### src/rtl/bitty_fetch_unit.sv
`default_nettype none
// +------------------------------------------------------------------------------+
// | bitty_fetch_unit: issues a locally stored program to BittyCore one           |
// | instruction at a time. Optional watchdog: BITTY_FETCH_TIMEOUT_EN. Rev 1.0    |
// +------------------------------------------------------------------------------+
module bitty_fetch_unit #(
  parameter int ADDR_W         = 8,
  parameter int DATA_W         = 16,
  parameter int TIMEOUT_CYCLES = 64
) (
  input  logic              clk,
  input  logic              reset,
  input  logic              load_en,
  input  logic [ADDR_W-1:0] load_addr,
  input  logic [DATA_W-1:0] load_data,
  input  logic [ADDR_W:0]   prog_len,
  input  logic              start,
  output logic [DATA_W-1:0] instruction,
  input  logic              core_done,
  input  logic [DATA_W-1:0] core_result,
  output logic [ADDR_W-1:0] pc,
  output logic              busy,
  output logic              halted,
  output logic [DATA_W-1:0] last_result,
  output logic [ADDR_W:0]   retired,
  output logic              timeout_err
);

  localparam int DEPTH = 2 ** ADDR_W;
  localparam int LW    = ADDR_W + 1;

  localparam logic [2:0] S_IDLE   = 3'd0;
  localparam logic [2:0] S_FETCH  = 3'd1;
  localparam logic [2:0] S_EXEC   = 3'd2;
  localparam logic [2:0] S_RETIRE = 3'd3;
  localparam logic [2:0] S_HALT   = 3'd4;

  logic [2:0]        state;
  logic [DATA_W-1:0] mem [DEPTH];
  logic [ADDR_W:0]   len;
  logic              exec_first;
  logic [DATA_W-1:0] done_result;
  logic              idle_like;
  logic              load_ok;
  logic              start_ok;
  logic              done_ok;
  logic              timeout_hit;
  logic [ADDR_W:0]   retired_inc;

  assign idle_like   = (state == S_IDLE) || (state == S_HALT);
  assign load_ok     = idle_like && load_en;
  assign start_ok    = idle_like && start && !load_en;
  // The first EXEC cycle never accepts done, so a done level left over from
  // the previous instruction cannot retire the new one.
  assign done_ok     = (state == S_EXEC) && !exec_first && core_done;
  assign retired_inc = retired + LW'(1);
  assign busy        = (state == S_FETCH) || (state == S_EXEC) || (state == S_RETIRE);
  assign halted      = (state == S_HALT);

  // Program memory survives reset.
  always_ff @(posedge clk) begin
    if (reset && load_ok) begin
      mem[load_addr] <= load_data;
    end
  end

  always_ff @(posedge clk) begin
    if (!reset) begin
      state       <= S_IDLE;
      pc          <= '0;
      retired     <= '0;
      last_result <= '0;
      instruction <= '0;
      len         <= '0;
      exec_first  <= 1'b0;
      done_result <= '0;
    end else begin
      case (state)
        S_IDLE, S_HALT: begin
          if (start_ok) begin
            len     <= prog_len;
            pc      <= '0;
            retired <= '0;
            state   <= (prog_len == '0) ? S_HALT : S_FETCH;
          end
        end
        S_FETCH: begin
          instruction <= mem[pc];
          exec_first  <= 1'b1;
          state       <= S_EXEC;
        end
        S_EXEC: begin
          exec_first <= 1'b0;
          if (done_ok) begin
            done_result <= core_result;
            instruction <= '0;
            state       <= S_RETIRE;
          end else if (timeout_hit) begin
            instruction <= '0;
            state       <= S_HALT;
          end
        end
        S_RETIRE: begin
          last_result <= done_result;
          retired     <= retired_inc;
          pc          <= pc + ADDR_W'(1);
          state       <= (retired_inc == len) ? S_HALT : S_FETCH;
        end
        default: state <= S_IDLE;
      endcase
    end
  end

`ifdef BITTY_FETCH_TIMEOUT_EN
  localparam int TW = $clog2(TIMEOUT_CYCLES + 1);

  logic [TW-1:0] exec_cnt;
  logic          timeout_flag;

  assign timeout_hit = (state == S_EXEC) && !done_ok && (exec_cnt == TW'(TIMEOUT_CYCLES - 1));
  assign timeout_err = timeout_flag;

  always_ff @(posedge clk) begin
    if (!reset) begin
      exec_cnt     <= '0;
      timeout_flag <= 1'b0;
    end else begin
      if (start_ok) begin
        timeout_flag <= 1'b0;
      end else if (timeout_hit) begin
        timeout_flag <= 1'b1;
      end
      if (state == S_FETCH) begin
        exec_cnt <= '0;
      end else if (state == S_EXEC) begin
        exec_cnt <= exec_cnt + TW'(1);
      end
    end
  end
`else
  logic unused_timeout;

  assign unused_timeout = (TIMEOUT_CYCLES > 0);
  assign timeout_hit    = 1'b0;
  assign timeout_err    = 1'b0;
`endif

endmodule
`default_nettype wire
### config.mk
export PLATFORM = sky130hd
export DESIGN_NAME = bitty_fetch_unit
export DESIGN_NICKNAME = d
export VERILOG_FILES = /design/src/rtl/bitty_fetch_unit.sv
export SDC_FILE = /design/constraint.sdc
export NUM_CORES = 2
export LEC_CHECK = 0
export BUFFER_PORTS_ARGS = -buffer_cell sky130_fd_sc_hd__buf_2
export CORE_ASPECT_RATIO = 1.1
export CORE_MARGIN = 5
export CORE_UTILIZATION = 30
export DETAILED_ROUTE_END_ITERATION = 12
export SETUP_SLACK_MARGIN = 0.02
export SYNTH_ARGS = -nofsm -noshare
export SYNTH_HDL_FRONTEND = slang
export SYNTH_SLANG_ARGS = --single-unit
### constraint.sdc
create_clock -name clk -period 2.8 [get_ports clk]
set_input_delay 0 -clock clk [delete_from_list [all_inputs] [get_ports clk]]
set_output_delay 0 -clock clk [all_outputs]
set_load 0.02 [all_outputs]
==> flow_summary_export.csv <==
group,metric,value,unit
worst_hold_path,min_to,"mem[116][15]$_DFFE_PP_",
clock_tree,cts_inserted_buffers,408,
grt,gr-usage-met3,3.41,%
synth,synth_area_leaders,"edfxtp_1 76%, mux4_2 12%, mux2i_1 2.2%",
route,drt_iter0_drc,11200,
floorplanning,ios,106,
clock_tree,root_buffer,"clkbuf_16",
synth,synth_mux_area_share,15.3,%
route,wl_per_cell,30.5,um
floorplanning,start_util,30.1,%
placement,dp.cells,15600,
placement,port_buffers,104,
sta,fin_tns_setup,-4.65,ns
route,drtPass1Iterations,7,
synth,yosys_warnings,0,
grt,antenna_found_initial,36,
status,status,"finished with violations",
synth,synthCells,7554,
grt,gr-max-usage-layer,"met2",
clock_tree,tritoncts,"built",
power,power_frac_comb,5.6,%
critical_path,arrival,4.05,ns
worst_hold_path,hp-class,"input pin to register",
clock_tree,clkTransAtPathRegs,0.06,ns
synth,synth_top_flop_cell,"edfxtp_1",
power,p_clk_share,41.9,%
sta,rsz0062_at_grt,"yes",
critical_path,path_cells,"buf_12, buf_16, buf_12, mux4_2, a22o_1, a221oi_4, buf_6, o32ai_2, nor3_4, buf_6, a31oi_1, a32o_1",
clock_tree,cts_max_path_buffers,4,
synth,synth_edf_count,4096,
finish,syn_to_final_growth,24.7,%
placement,placement.cell_area,0.184,mm2
route,totalWireLength,507000,um
power,p_leak,62.7,nW
grt,grt_pass1_vias,87900,
finish,fin_cells,16700,
worst_hold_path,holdPathStages,2,
power,peakVddDrop,0.528,mV
finish,nFillCells,48300,
critical_path,cp-end-kind,"register",
critical_path,cpMaxStageDelayCell,"mux4_2",
synth,async_flop_share,0,%
critical_path,rrSetupSlack,-0.36,ns
synth,syn-cell-area,0.162,mm2
synth,synth_top_area_cell,"edfxtp_1",
placement,hpwl,324000,um
sta,report.final.slew_viol_count,0,
power,power_density,650,mW/mm2
run,max_cap_violations,0,
sta,hold_viol,0,
critical_path,crit_type,"register to register",
finish,drive_gt1_share,35.3,%
synth,yosysSeqAreaShare,76.8,%
clock_tree,htreeDepth,5,
worst_hold_path,min_from,"load_data[15]",
grt,grt.total_usage,17.6,%
power,netSwitchingFraction,21.7,%
power,p_seq_share,52.5,%
finish,mostFrequentLayoutCells,"4,096 x edfxtp_1, 874 x buf_4, 851 x mux4_2",
grt,gr-usage-met1,23.0,%
critical_path,path_max_fanout,8,
placement,gp_congestion,0.897,
route,drc,0,
critical_path,start_kind,"register",
finish,final_cell_area,0.202,mm2
power,finalPower,132,mW
floorplanning,die_h,782,um
synth,synth-xor-area-share,0.0971,%
sta,fin_skew,0.0561,ns
clock_tree,clk_latency,1.01,ns
sta,fmax,317,MHz
sta,fin_ws,-0.358,ns
synth,yosys.cell_types.count,84,
grt,grt_max_degree,116,
grt,grt_pass1_wl,704000,um
route,avgViaCountPerCell,5.27,
synth,synth_simple_gate_area_share,2.29,%
sta,post-route-period-util,113,%
clock_tree,clkSinkCount,4182,
grt,grt_overflow,0,
power,p_sw,28.5,mW
status,violations,"setup timing",
synth,synth_top_family_by_area,"multiplexers",
synth,avgSynthCellArea,21.5,um2
sta,setup_violations,16,
critical_path,r2r_end,"instruction[11]$_SDFFE_PN0P_",
sta,min_period,3.16,ns
critical_path,cp_top_family,"compound AO/OA/AOI/OAI gates",
route,postRouteAntennaNets,0,
sta,hold_ws,0.108,ns
power,p_int,103,mW
floorplanning,rows,283,
synth,synth_seq_cells,4182,
floorplanning,core_area,0.540,mm2
synth,netlist.area_leader.share,75.8,%
floorplanning,die_area,0.556,mm2
critical_path,path_buf_inv,5,
critical_path,cpPeakStageDelay,0.48,ns
sta,slew_headroom,17.8,%
critical_path,required,3.69,ns
grt,use_met2,28.7,%
route,routed-via-count,87800,
synth,synth_compound_gate_area_share,3.26,%
synth,synth_nets,7610,
finish,final_common_cell,"edfxtp_1",
sta,tightest_slew,1.23,ns
synth,synthAdderAreaFrac,0.0154,%
floorplanning,die_x,711,um
finish,layout.nets,9231,
critical_path,r2r_cells,12,
## state kept, by name, summed over array words and instances (netlist names), named ones only
register     cells
retired          9
last_result     16
state            3
mem           4096
pc               8
len              9
instruction     16
done_result     16
exec_first       1
## synthesized netlist by cell type (21+ instances only)
library cell	number
edfxtp_1	4096
mux4_2	830
mux2i_1	359
nor2_1	346
nand2_1	230
a21oi_1	170
o22ai_1	118
o221ai_1	110
clkbuf_1	105
buf_2	100
mux4_1	88
dfxtp_1	86
o21ai_0	78
a22oi_1	70
nor3_1	70
buf_6	64
buf_4	61
nand3_1	45
buf_8	44
a211oi_1	39
a221oi_1	33
nor2b_1	29
a22o_1	28
nand2b_1	23
mux2_2	22
buf_12	21
nor4_1	21
## worst reg2reg max path: stages, from the launching register on
cell and delay, ns:
dfxtp_4 0.38, buf_12 0.17, buf_16 0.20, buf_12 0.17
mux4_2 0.49, a22o_1 0.25, a221oi_4 0.34, buf_6 0.17
o32ai_2 0.09, nor3_4 0.32, buf_6 0.17, a31oi_1 0.05
a32o_1 0.27
## through the flow
| step | utilization (%) | setup slack (ns) |
|---|---|---|
| floorplan | - | -0.0273 |
| finish | 37.5 | -0.358 |
| detailed placement | 34.0 | -1.27 |
| global route | 37.5 | -0.422 |
| global placement | 34.0 | -1.28 |
| CTS | 37.3 | -0.286 |
## cell type report
cell class	count	area, um2	share of cell area, %
Clock buffer	496	10700	5.28
Clock inverter	259	2660	1.31
Multi-Input combinational cell	2924	35900	17.8
Antenna cell	15	37.5	0.0185
Inverter	8	40.0	0.0198
Timing Repair Buffer	1651	19400	9.59
Sequential cell	4182	125000	61.6
Tap cell	7125	8910	4.40
## power groups by stage
stage | Combinational [mW] | Clock [mW] | Sequential [mW]
after floorplan | 3.18 | 0 | 70.3
after global placement | 6.21 | 0 | 70.5
after detailed placement | 6.35 | 0 | 70.5
after CTS | 7.16 | 55.8 | 69.1
after global routing | 7.68 | 58.4 | 69.1
final | 7.37 | 55.1 | 69.1
## cells by family (layout without fill, tap and decap cells)
family / count (synthesis) / in the layout
buffers and inverters: 448 / 2414
multiplexers: 1299 / 1299
adder cells (fa/ha/maj): 2 / 2
AND/OR/NAND/NOR: 840 / 840
other: 1 / 16
AO/OA/AOI/OAI: 764 / 764
XOR/XNOR: 18 / 18
flip-flops: 4182 / 4182
## worst max-delay path by stage
stage,from,to,slack (ns),cells past startpoint
CTS,register,instruction[3]$_SDFFE_PN0P_,-0.29,11
detailed placement,register,instruction[7]$_SDFFE_PN0P_,-1.27,10
global route,register,instruction[8]$_SDFFE_PN0P_,-0.42,9
finish,register,instruction[11]$_SDFFE_PN0P_,-0.36,12
global placement,register,instruction[7]$_SDFFE_PN0P_,-1.28,10
floorplan,state[1]$_SDFFE_PN0P_,mem[221][0]$_DFFE_PP_,-0.03,7
## timing repair
action	CTS	global route
hold buffers	128	0
cloned	27	7
endpoints found under the hold margin	4556	0
pin swaps	55	71
buffers inserted	81	56
setup endpoints to repair	16	17
resized for setup	345	130
## per-layer routing
layer	vias to the layer above	wire length [um]	share of wire, %
met1	46800	191000	38
met3	956	48000	9.5
met5	-	84	0.017
li1	35200	-	-
met2	4890	242000	48
met4	14	25900	5.1
Note: power is estimated with default switching activity, not from simulation.
